$ cat src/rtl/bitcnt_unit.sv
// bitcnt_unit: 3-stage elastic pipeline for RV64 Zbb cpop/cpopw.
// Ports: clk/reset_n, flush, in_* issue handshake, out_* writeback handshake.

module popcount #(
  parameter int LOG_W = 4
) (
  input  logic [(1<<LOG_W)-1:0] din,
  output logic [LOG_W:0]        cnt
);

  always_comb begin
    cnt = '0;
    for (int i = 0; i < (1 << LOG_W); i++) begin
      cnt = cnt + {{LOG_W{1'b0}}, din[i]};
    end
  end

endmodule

module bitcnt_unit #(
  parameter int W_ROB = 6,
  parameter int W_PRF = 7
) (
  input  logic             clk,
  input  logic             reset_n,
  input  logic             flush,
  input  logic             in_valid,
  output logic             in_ready,
  input  logic [63:0]      in_src,
  input  logic             in_word,
  input  logic [W_ROB-1:0] in_rob_ptr,
  input  logic [W_PRF-1:0] in_prf_ptr,
  output logic             out_valid,
  input  logic             out_ready,
  output logic [63:0]      out_data,
  output logic [W_ROB-1:0] out_rob_ptr,
  output logic [W_PRF-1:0] out_prf_ptr
);

  localparam int W_TAG = W_ROB + W_PRF;

  logic             va_q, va_d;
  logic [63:0]      opa_q, opa_d;
  logic [W_TAG-1:0] taga_q, taga_d;

  logic             vb_q, vb_d;
  logic [3:0][4:0]  cnt_q, cnt_d;
  logic [W_TAG-1:0] tagb_q, tagb_d;

  logic             vc_q, vc_d;
  logic [6:0]       sum_q, sum_d;
  logic [W_TAG-1:0] tagc_q, tagc_d;

  logic [3:0][4:0]  slice_cnt;
  logic             adv_a, adv_b, adv_c;
  logic             accept;

  for (genvar g = 0; g < 4; g++) begin : g_pc
    popcount #(4) u_pc (
      .din (opa_q[16*g +: 16]),
      .cnt (slice_cnt[g])
    );
  end

  // Each stage may move when it is empty or its consumer moves.
  assign adv_c    = !vc_q | out_ready;
  assign adv_b    = !vb_q | adv_c;
  assign adv_a    = !va_q | adv_b;
  assign in_ready = adv_a & !flush & reset_n;
  assign accept   = in_valid & in_ready;

  always_comb begin
    va_d   = va_q;
    opa_d  = opa_q;
    taga_d = taga_q;
    vb_d   = vb_q;
    cnt_d  = cnt_q;
    tagb_d = tagb_q;
    vc_d   = vc_q;
    sum_d  = sum_q;
    tagc_d = tagc_q;

    if (adv_a) begin
      va_d = accept;
      if (accept) begin
        opa_d  = in_word ? {32'b0, in_src[31:0]} : in_src;
        taga_d = {in_rob_ptr, in_prf_ptr};
      end
    end

    if (adv_b) begin
      vb_d = va_q;
      if (va_q) begin
        cnt_d  = slice_cnt;
        tagb_d = taga_q;
      end
    end

    if (adv_c) begin
      vc_d = vb_q;
      if (vb_q) begin
        sum_d  = {2'b0, cnt_q[0]} + {2'b0, cnt_q[1]}
               + {2'b0, cnt_q[2]} + {2'b0, cnt_q[3]};
        tagc_d = tagb_q;
      end
    end

    // A C-stage handshake in the flush cycle still completes
    // because out_valid is the registered vC.
    if (flush) begin
      va_d = 1'b0;
      vb_d = 1'b0;
      vc_d = 1'b0;
    end
  end

  always_ff @(posedge clk or negedge reset_n) begin
    if (!reset_n) begin
      va_q   <= 1'b0;
      opa_q  <= '0;
      taga_q <= '0;
      vb_q   <= 1'b0;
      cnt_q  <= '0;
      tagb_q <= '0;
      vc_q   <= 1'b0;
      sum_q  <= '0;
      tagc_q <= '0;
    end else begin
      va_q   <= va_d;
      opa_q  <= opa_d;
      taga_q <= taga_d;
      vb_q   <= vb_d;
      cnt_q  <= cnt_d;
      tagb_q <= tagb_d;
      vc_q   <= vc_d;
      sum_q  <= sum_d;
      tagc_q <= tagc_d;
    end
  end

  assign out_valid   = vc_q;
  assign out_data    = {57'b0, sum_q};
  assign out_rob_ptr = tagc_q[W_TAG-1:W_PRF];
  assign out_prf_ptr = tagc_q[W_PRF-1:0];

endmodule

$ cat config.mk
export PLATFORM = sky130hd
export DESIGN_NAME = bitcnt_unit
export DESIGN_NICKNAME = d
export VERILOG_FILES = /design/src/rtl/bitcnt_unit.sv
export SDC_FILE = /design/constraint.sdc
export NUM_CORES = 1
export LEC_CHECK = 0
export BUFFER_PORTS_ARGS = -buffer_cell sky130_fd_sc_hd__buf_2
export CAP_MARGIN = 5
export CORE_MARGIN = 4
export CORE_UTILIZATION = 30
export CTS_CLUSTER_SIZE = 12
export DETAILED_ROUTE_END_ITERATION = 10
export PLACE_DENSITY = 0.5
export SYNTH_ARGS = -nofsm -noshare
export SYNTH_HDL_FRONTEND = slang
export SYNTH_HIERARCHICAL = 1
export SYNTH_SLANG_ARGS = --single-unit
$ cat constraint.sdc
create_clock -name clk -period 8.3 [get_ports clk]
set_input_delay 1.66 -clock clk [delete_from_list [all_inputs] [get_ports clk]]
set_output_delay 1.66 -clock clk [all_outputs]
set_load 0.1 [all_outputs]
# Word level (Yosys, flattened, before mapping)
# Index checks and enable logic that the tools add are counted.
[word_totals]
wordCells = 98
regBits = 133
inputBits = 83
[classes]
addsub = 63
n_reduce_logical = 10
bitwise = 6
n_mux = 7
[op_table]
columns = ["operator", "count"]
rows = [
  ["adder 5 x 1 -> 5 bit", 56],
  ["two-way mux 64 bit", 1],
  ["adder 1 x 1 -> 2 bit", 4],
  ["adder 6 x 5 -> 7 bit", 1],
  ["adder 7 x 5 -> 7 bit", 1],
  ["adder 5 x 5 -> 6 bit", 1],
  ["two-way mux 1 bit", 6],
  ["AND reduction 2 bit", 3],
  ["nonzero test 2 bit", 3],
  ["zero test 1 bit", 4],
  ["AND 1 bit", 3],
  ["OR 1 bit", 3],
]

# Logic depth before layout (Yosys ltp)
# Gate-level depths: netlist of run 1.
[depth]
word_depth = 15
mapped_depth = 13
depth_no_buf = 13

# Hierarchy
# The synthesis of run 1 kept the hierarchy.
[modules_own_cells]
columns = ["mod", "instances", "area_each_um2", "cells_per_inst", "seq_area_each_um2"]
rows = [
  ["bitcnt_unit", 1, 6211.0, 441, 3328.2],
  ["popcount", 4, 407.9, 47, 0.0],
]

# Worst setup path after synthesis of run 1
# OpenSTA, ideal clock, no wires.
[synth_path]
kind = "input to output"
start = "input out_ready"
end = "output in_ready"
arrival_time_ps = 3108
cell_stages = 2
setup_slack_ps = 3532
required_ps = 6640
cell_sequence = "nor2b_4 > a311oi_2"
[synth_between]
elab_chain_len = 5
[synth_lines]
columns = ["element", "line", "source"]
rows = [
  ["start: declaration", "34", "input logic out_ready,"],
  ["OR 1 bit", "66", "assign adv_c = !vc_q | out_ready;"],
  ["OR 1 bit", "67", "assign adv_b = !vb_q | adv_c;"],
  ["OR 1 bit", "68", "assign adv_a = !va_q | adv_b;"],
  ["AND 1 bit (2 in a row)", "69", "assign in_ready = adv_a & !flush & reset_n;"],
  ["end: declaration", "28", "output logic in_ready,"],
]
# Every way passes these cells.

# Worst setup path after layout of run 1
[layout_path]
start = "input reset_n"
end = "output in_ready"
[layout_between]
elab_chain_len = 1
[layout_lines]
columns = ["element", "line", "source"]
rows = [
  ["start: declaration", "25", "input logic reset_n,"],
  ["AND 1 bit", "69", ""],
]
# Every way passes these cells.

==> reports/summary.txt, run 1 <==
status -> completed
DIE HEIGHT -> 169.7 microns
routed vias/inst -> 3.956
Critical Path Source Type -> input port
Synth-to-Final Area Change -> 15.75%
grt total ovfl -> 0
Period Utilization, post-route -> 56.20%
Reg clk slew, reported paths -> 60 ps
Initial Utilization -> 30.79%
Setup Crit Path Kind -> in2out
ys async rst share -> 100.0%
Total Routing Usage GR -> 9.811%
cell area after layout -> 9077 sq um
Pins Over Slew Limit -> 0
Max IR drop VDD -> 0.1969 mV
Antenna Cells -> 0
Reg2Reg Setup Slack -> 4720 ps
most common cell after layout, fill and taps aside -> dfrtp_1
r2r startpoint -> opa_q[5]
H-tree depth -> 4
core area -> 25470 sq um
actual slew at the worst max-slew pin -> 970.3 ps
Worst Hold Path Cells -> 2
Reg2Reg Depth -> 11
Hold Crit Start -> sum_q[3]
maxcap violations -> 0
I/O Buffers -> 104
Placed Instances -> 1048
YS warnings -> 6
Final Critical Period -> 4665 ps
Routed wire per std cell -> 12.44 microns
layout cell share with drive strength beyond 1 -> 36.40%
fmax -> 214.4 MHz
Setup crit end kind -> primary output
RD Place Congestion -> 0.6843
total negative setup slack -> 0 ps
post-synthesis register bit count -> 133
Post-Route WL -> 13.44 mm
CTS root buf -> clkbuf_16
maximum root-to-sink buffer count -> 2
sequential-to-total area share from yosys stat -> 42.44%
Slew headroom -> 35.31%
number of flops mapped to enable cells by yosys -> 0
Required @ worst endpoint -> 6640 ps
ys flop type -> dfrtp_1
Pwr Density -> 431.0 nW/um^2
Post-DP Area -> 8436 sq um
detailed placer's ending HPWL -> 9.950 mm
unrepaired setup endpoints after global routing -> no
WHS Endpoint -> sum_q[3]
Finished Layout Cells -> 1080
Post-Syn Instances -> 629
CP arrival -> 3000 ps
HP Class -> reg2reg
CTS sink cnt -> 133
via count -> 4273
TritonCTS clock tree -> yes
post-synthesis cell type count -> 30
Routed Antenna Nets -> 0
vias in the first global route -> 4415
Residual DRC -> 0
die area -> 28790 sq um
# IOs -> 162
DR pass1 iterations -> 4
Hold WS -> 476.9 ps
# hold bufs at CTS -> 0
Iter 0 DRT Violations -> 55
Hold Violations, Final -> 0
Total Nets Final -> 896
num rows -> 58
Setup-failing EPs final -> 0
initial antenna violation count -> 0
Die Width -> 169.7 microns
largest net degree at the start of global routing -> 73
most frequent cells in the layout -> dfrtp_1 (133), inv_1 (131), buf_2 (103), mux2_2 (96), conb_1 (57)
Setup Fix Bufs, Post-CTS -> 0
Num CTS Buffers -> 17
first-pass GRT wire length -> 22.31 mm
worst clock skew -> 8.602 ps
Worst Path Max Fanout -> 64
Syn Std Cell Area -> 7843 sq um
Worst-Skew Late Latency -> 410 ps
Syn Area/Cell -> 12.47 sq um
Pleak -> 0.004594 uW
Gates resized, CTS repair -> 0
Crit Reg-Reg Endpoint -> cnt_q[2]
==> layout make-up <==
type                    count  area [sq um]
clock buffers              17         425.4
flip-flops and latches    133          3328
multi-input cells         346          3646
clock inverters            15         216.5
well taps                 330         412.9
repair buffers            108         556.8
inverters                 131         491.7
fillers                  2564         16390
==> metal layers <==
metal	vias to the layer above	global-route usage, %	part of all wire (%)
met3	10	2.516	4.4
met1	2101	13.38	47
met2	99	15.35	48
met5	-	0	0
li1	2063	-	-
met4	0	3.150	1.2
==> power by group <==
group          switching (uW)  internal [uW]
logic                    1300            880
registers                87.4            823
clock network             305            513
==> cells in the mapped netlist, types with 3 or more instances <==
cell | number | area [sq um]
buf_12 | 4 | 80.08
nor2b_1 | 37 | 231.5
nand2_1 | 6 | 22.52
xnor2_1 | 9 | 78.83
o21ai_0 | 3 | 15.01
a21oi_2 | 4 | 35.03
inv_1 | 131 | 491.7
buf_2 | 5 | 25.02
nor2_1 | 6 | 22.52
ha_1 | 26 | 325.3
mux2_2 | 96 | 1081
buf_4 | 61 | 457.9
fa_1 | 50 | 1001
a21oi_1 | 4 | 20.02
o21a_1 | 4 | 30.03
clkbuf_1 | 4 | 15.01
dfrtp_1 | 133 | 3328
a21o_1 | 5 | 37.54
mux2_4 | 30 | 450.4
==> cells by family after synthesis <==
family                     after synthesis  share of synthesized area (%)
AOI/OAI and AO/OA                       24                          2.250
xor gates and xnor gates                10                          1.117
adders and majority gates               76                          16.91
buffers and inverters                  206                          13.78
DFF                                    133                          42.44
muxes                                  126                          19.53
other                                    1                        0.04782
and+or+nand+nor                         53                          3.925
==> stage by stage <==
stage	worst slack [ps]	util, %	power (uW)
4_1_cts	3585	35.64	4014
3_3_place_gp	3598	33.12	3153
6_report	3635	35.64	3913
5_1_grt	3501	35.64	4342
2_1_floorplan	3532	-	2749
3_5_place_dp	3593	33.12	3168
==> worst max-delay path by stage <==
stage / from / to / cells past startpoint
3_5_place_dp: reset_n / in_ready / 4
6_report: reset_n / in_ready / 4
4_1_cts: reset_n / in_ready / 4
3_3_place_gp: reset_n / in_ready / 4
2_1_floorplan: out_ready / in_ready / 2
5_1_grt: reset_n / in_ready / 4
==> state kept, by name, summed over array words and instances, names as in the netlist <==
register and cells:
cnt_q 20, opa_q 64, out_valid 1, sum_q 7
taga_q 13, tagb_q 13, tagc_q 13, va_q 1
vb_q 1
==> worst max-delay path: stages <==
cell	delay, ps
buf_6	430
inv_1	110
a311oi_2	290
buf_2	470
(Power assumes the default switching activity.)
==> inputs of run 2 (changes only) <==
clock period = 4.7 ns   (was 8.3 ns; I/O delays follow)
==> run 2 against run 1 <==
Effect of this change: critical path depth increased by 7; clock power increased by 86%; worst hold slack about the same; die area unchanged; via count increased by 1.3%; routed wire length increased by 2.2%; worst setup slack got worse by 2500 ps; first-iteration DRC count increased by 140%; critical path type is now reg2reg; critical endpoint is now cnt_q[7]; largest cell class unchanged.
==> reports/summary.txt, run 2 (synthesized netlist as in run 1, its figures left out) <==
Critical Path Source Type -> register (was input port)
Synth-to-Final Area Change -> 16.45% (was 15.75%)
largest register by flop count -> opa_q (unchanged)
via count -> 4328 (was 4273)
Worst Path Max Fanout -> 2 (was 64)
Hold Crit Start -> sum_q[5] (was sum_q[3])
Pleak -> 0.004618 uW (was 0.004594 uW)
Required @ worst endpoint -> 5000 ps (was 6640 ps)
initial antenna violation count -> 1 (was 0)
DR pass1 iterations -> 4 (unchanged)
# IOs -> 162 (unchanged)
Period Utilization, post-route -> 76.10%
first-pass GRT wire length -> 23.17 mm (was 22.31 mm)
maximum root-to-sink buffer count -> 2 (unchanged)
Setup Crit Path Kind -> reg2reg (was in2out)
Post-Route WL -> 13.73 mm (was 13.44 mm)
grt total ovfl -> 0 (unchanged)
Crit path largest cell delay -> 550 ps (was 470 ps)
Gates resized, CTS repair -> 0 (unchanged)
CTS sink cnt -> 133 (unchanged)
Reg2Reg Depth -> 11 (unchanged)
Pins Over Slew Limit -> 0 (unchanged)
Routed Antenna Nets -> 0 (unchanged)
layout cell share with drive strength beyond 1 -> 36.57% (was 36.40%)
most frequent CP cell -> fa_1
maxcap violations -> 0 (unchanged)
Final Critical Period -> 3577 ps
Worst Hold Path Cells -> 2 (unchanged)
Total Routing Usage GR -> 10.21% (was 9.811%)
CTS root buf -> clkbuf_16 (unchanged)
Slew headroom -> 38.30% (was 35.31%)
r2r startpoint -> opa_q[21] (was opa_q[5])
Pwr Density -> 764.8 nW/um^2 (was 431.0 nW/um^2)
Iter 0 DRT Violations -> 132 (was 55)
Worst-Skew Late Latency -> 420 ps (was 410 ps)
Routed wire per std cell -> 12.69 microns (was 12.44 microns)
total negative setup slack -> 0 ps (unchanged)
Initial Utilization -> 30.79% (unchanged)
TritonCTS clock tree -> yes (unchanged)
cell area after layout -> 9133 sq um (was 9077 sq um)
routed vias/inst -> 4.000 (was 3.956)
WHS Endpoint -> sum_q[5] (was sum_q[3])
Reg clk slew, reported paths -> 60 ps (about the same)
most frequent cells in the layout -> dfrtp_1 (133), inv_1 (131), buf_2 (103), mux2_2 (96), conb_1 (57) (unchanged)
CP arrival -> 3870 ps (was 3000 ps)
DIE HEIGHT -> 169.7 microns (unchanged)
Setup-failing EPs final -> 0 (unchanged)
H-tree depth -> 4 (unchanged)
Residual DRC -> 0 (unchanged)
CP top delay family -> adder cells (was buffers and inverters)
Max IR drop VDD -> 0.2515 mV (was 0.1969 mV)
most common cell after layout, fill and taps aside -> dfrtp_1 (unchanged)
Antenna Cells -> 0 (unchanged)
Post-DP Area -> 8463 sq um (was 8436 sq um)
vias in the first global route -> 4621 (was 4415)
total power -> 6985 uW (was 3913 uW)
Hold Violations, Final -> 0 (unchanged)
Die Width -> 169.7 microns (unchanged)
unrepaired setup endpoints after global routing -> no (unchanged)
Total Nets Final -> 898 (was 896)
slowest CP cell -> fa_1 (was buf_2)
Largest register FFs -> 64 (unchanged)
Num CTS Buffers -> 17 (unchanged)
Buf/Inv on CP -> 3 (unchanged)
I/O Buffers -> 104 (unchanged)
Largest regs -> opa_q (64), cnt_q (20) (unchanged)
Reg2Reg Setup Slack -> 1120 ps (was 4720 ps)
Setup Fix Bufs, Post-CTS -> 0 (unchanged)
fmax -> 279.6 MHz
crit path cell chain -> inv_1 -> fa_1 -> fa_1 -> fa_1 -> fa_1 -> inv_1 -> ha_1 -> inv_1 -> fa_1 -> xnor2_1 -> mux2_2 (was buf_6 -> inv_1 -> a311oi_2 -> buf_2)
Hold WS -> 477.0 ps (was 476.9 ps)
detailed placer's ending HPWL -> 10.20 mm (was 9.950 mm)
num rows -> 58 (unchanged)
status -> completed (unchanged)
worst clock skew -> 6.660 ps (was 8.602 ps)
RD Place Congestion -> 0.7132 (was 0.6843)
core area -> 25470 sq um (unchanged)
HP Class -> reg2reg (unchanged)
actual slew at the worst max-slew pin -> 925.5 ps (was 970.3 ps)
Crit Reg-Reg Endpoint -> cnt_q[7] (was cnt_q[2])
Setup crit end kind -> register (was primary output)
die area -> 28790 sq um (unchanged)
largest net degree at the start of global routing -> 72 (was 73)
# hold bufs at CTS -> 0 (unchanged)
run 2: changes by cell type in the layout (fill, tap and decap cells not counted), sizes merged:
cell	before	now
inv	139	136
clkinv	2	4
buf	108	110
bufinv	4	5
run 2: layout make-up:
cell class / count / area (sq um)
Sequential cell: 133 / 3328
Clock inverter: 15 / 244.0
Multi-Input combinational cell: 346 / 3646
Clock buffer: 17 / 425.4
Tap cell: 330 / 412.9
Inverter: 131 / 491.7
Timing Repair Buffer: 110 / 584.3
Fill cell: 2531 / 16340
run 2: worst max path at each step:
stage                            to       from  depth (start not counted)  slack, ps
after floorplan           opa_q[10]  out_valid                          7       1190
after global placement     cnt_q[2]   opa_q[0]                         11       1160
after detailed placement  cnt_q[17]  opa_q[48]                         11       1130
after CTS                  cnt_q[7]  opa_q[21]                         11       1090
after global routing      cnt_q[18]  opa_q[48]                         11        980
final                      cnt_q[7]  opa_q[21]                         11       1120
run 2: layer usage:
| layer | vias to the layer above | wire, microns | GRT usage [%] | share of wire, % |
|---|---|---|---|---|
| met5 | - | 7 | 0 | 0.051 |
| met4 | 2 | 161 | 2.835 | 1.2 |
| met3 | 16 | 698 | 3.005 | 5.1 |
| met2 | 105 | 6489 | 16.17 | 47 |
| met1 | 2132 | 6376 | 13.69 | 46 |
| li1 | 2073 | - | - | - |
run 2: per-stage QoR:
stage,cells,setup slack (ps),utilization (%)
3_3_place_gp,1050,1163,33.23
6_report,1082,1123,35.85
4_1_cts,1082,1089,35.85
2_1_floorplan,685,1193,-
3_5_place_dp,1050,1129,33.23
5_1_grt,1082,980.1,35.85
run 2: power breakdown:
part           total (uW)  switching [uW]  internal (uW)  leakage [uW]
Combinational        3860            2300           1570       0.00265
Clock                1520             556            959      0.000324
Sequential           1610             155           1450       0.00164
Total                6980            3010           3980       0.00462
run 2: worst register-to-register path, cell delays in order (launching register included):
cell and delay [ps]:
dfrtp_1 360, inv_1 60, fa_1 550, fa_1 440, fa_1 540, fa_1 430
inv_1 80, ha_1 150, inv_1 50, fa_1 390, xnor2_1 140, mux2_2 250
==> inputs of run 3 (changes only) <==
PLACE_DENSITY = 0.52   (was 0.5)
clock period = 3 ns   (was 4.7 ns; I/O delays follow)
==> run 3 against run 2 <==
Effect of this change: the flow now finishes with violations (negative setup slack); first-iteration DRC count is 30% lower; global-route usage increased by 0.16 points; non-clock buffer count up 52; total power increased by 69%; critical path type unchanged; clock-buffer cell count increased by 1; clock skew is 2.8 ps higher; register-to-register slack worse by 1700 ps; critical path depth stayed put; largest power group unchanged; sequential cell count did not move.
==> reports/summary.txt, run 3 (synthesized netlist as in run 1, its figures left out) <==
Pwr Density -> 1225 nW/um^2 (was 764.8 nW/um^2)
Initial Utilization -> 30.79% (unchanged)
Worst-Skew Late Latency -> 420 ps (about the same)
Antenna Cells -> 0 (unchanged)
vias in the first global route -> 4755 (was 4621)
r2r startpoint -> opa_q[15] (was opa_q[21])
I/O Buffers -> 104 (unchanged)
DP Worst Slack -> -539.3 ps (was 1129 ps)
Num CTS Buffers -> 17 (unchanged)
routed vias/inst -> 3.948 (was 4.000)
via count -> 4477 (was 4328)
Slew headroom -> 38.52% (was 38.30%)
status -> finished with violations (was completed)
Largest register FFs -> 64 (unchanged)
Routed wire per std cell -> 12.56 microns (was 12.69 microns)
# IOs -> 162 (unchanged)
unrepaired setup endpoints after global routing -> yes (was no)
Fillers -> 2537 (was 2531)
detailed placer's ending HPWL -> 10.61 mm (was 10.20 mm)
Setup-failing EPs final -> 20 (was 0)
layout cell share with drive strength beyond 1 -> 44.90% (was 36.57%)
num rows -> 58 (unchanged)
Setup Crit Path Kind -> reg2reg (unchanged)
first-pass GRT wire length -> 23.76 mm (was 23.17 mm)
Worst Path Max Fanout -> 2 (unchanged)
Pleak -> 0.004878 uW (was 0.004618 uW)
initial antenna violation count -> 0 (was 1)
largest register by flop count -> opa_q (unchanged)
Synth-to-Final Area Change -> 22.53% (was 16.45%)
final worst slack -> -554.3 ps (was 1123 ps)
Critical Path Source Type -> register (unchanged)
core area -> 25470 sq um (unchanged)
RD Place Congestion -> 0.6996 (was 0.7132)
grt total ovfl -> 0 (unchanged)
Hold WS -> 360.1 ps (was 477.0 ps)
Hold Violations, Final -> 0 (unchanged)
Die Width -> 169.7 microns (unchanged)
Post-Route WL -> 14.24 mm (was 13.73 mm)
maxcap violations -> 0 (unchanged)
die area -> 28790 sq um (unchanged)
Total Nets Final -> 950 (was 898)
worst clock skew -> 9.423 ps (was 6.660 ps)
Pins Over Slew Limit -> 0 (unchanged)
fmax -> 281.3 MHz (was 279.6 MHz)
TritonCTS clock tree -> yes (unchanged)
failing checks -> negative setup slack
Final Critical Period -> 3554 ps (was 3577 ps)
DR pass1 iterations -> 4 (unchanged)
Routed Antenna Nets -> 0 (unchanged)
Max IR drop VDD -> 0.4198 mV (was 0.2515 mV)
CP arrival -> 3860 ps (was 3870 ps)
Reg clk slew, reported paths -> 60 ps (about the same)
most frequent cells in the layout -> dfrtp_1 (132), inv_1 (108), buf_2 (103), mux2_2 (82), conb_1 (57) (was dfrtp_1 (133), inv_1 (131), buf_2 (103), mux2_2 (96), conb_1 (57))
multi-input logic area -> 3777 sq um (was 3646 sq um)
Largest regs -> opa_q (64), cnt_q (20) (unchanged)
largest net degree at the start of global routing -> 72 (unchanged)
Iter 0 DRT Violations -> 92 (was 132)
Setup crit end kind -> register (unchanged)
FF/Latch Area -> 3329 sq um (was 3328 sq um)
DIE HEIGHT -> 169.7 microns (unchanged)
most common cell after layout, fill and taps aside -> dfrtp_1 (unchanged)
CTS sink cnt -> 133 (unchanged)
H-tree depth -> 4 (unchanged)
worst setup path start -> opa_q[15] (was opa_q[21])
maximum root-to-sink buffer count -> 2 (unchanged)
actual slew at the worst max-slew pin -> 922.2 ps (was 925.5 ps)
# hold bufs at CTS -> 0 (unchanged)
Required @ worst endpoint -> 3310 ps (was 5000 ps)
Residual DRC -> 0 (unchanged)
CTS root buf -> clkbuf_16 (unchanged)
Total Routing Usage GR -> 10.37% (was 10.21%)
HP Class -> in2async (was reg2reg)
Period Utilization, post-route -> 118.5% (was 76.10%)
run 3: per-stage QoR:
| step | setup TNS [ps] | utilization (%) | total power, uW | std cells | area, sq um |
|---|---|---|---|---|---|
| floorplan | -5725 | - | 7640 | 685 | 8075 |
| detailed placement | -7652 | 34.31 | 9236 | 1082 | 8738 |
| global route | -9973 | 37.72 | 12990 | 1134 | 9609 |
| CTS | -7494 | 37.37 | 11870 | 1124 | 9518 |
| finish | -7768 | 37.72 | 11780 | 1134 | 9609 |
| global placement | -6932 | 34.31 | 9135 | 1082 | 8738 |
run 3: layout make-up:
class	instances	share of cell area, %
clock buffer	18	4.466
clock inverter	14	1.810
inverter	131	5.117
multi-input combinational	346	39.31
sequential	133	34.65
tap	330	4.297
timing repair buffer	162	10.35
run 3: layer usage:
layer  vias to the layer above  share of wire (%)  track usage (%)
li1                       2166                  -                -
met2                       100                 48            16.55
met4                         0                1.2            3.045
met1                      2198                 46            13.87
met3                        13                4.4            2.795
met5                         -                  0                0
run 3: where the power goes:
| part | switching [uW] | internal (uW) | total [uW] |
|---|---|---|---|
| clock | 833 | 1320 | 2150 |
| combinational | 3860 | 3240 | 7100 |
| sequential | 252 | 2280 | 2530 |
run 3: worst paths after layout:
check                            end  cells after the start  slack, ps
hold / removal             opa_q[57]                      2        360
max in group asynchronous  out_valid                      2       1950
setup reg to reg            cnt_q[1]                     11       -550
setup / recovery            cnt_q[1]                     11       -550
hold reg to reg             sum_q[4]                      2        480
min in group clk           opa_q[29]                      2        420
run 3: repair_timing:
| item | in CTS | in global routing |
|---|---|---|
| endpoints found under the setup margin | 20 | 20 |
| setup buffers | 10 | 10 |
| resized for setup | 34 | 16 |
| cloned | 0 | 0 |
| pin swaps | 27 | 28 |
run 3: critical path, stage by stage, from the launching register on:
cell	delay [ps]
dfrtp_1	360
inv_2	50
fa_1	560
fa_1	450
fa_2	560
fa_1	420
inv_2	80
ha_4	140
inv_2	40
fa_2	520
inv_2	30
mux2_2	240
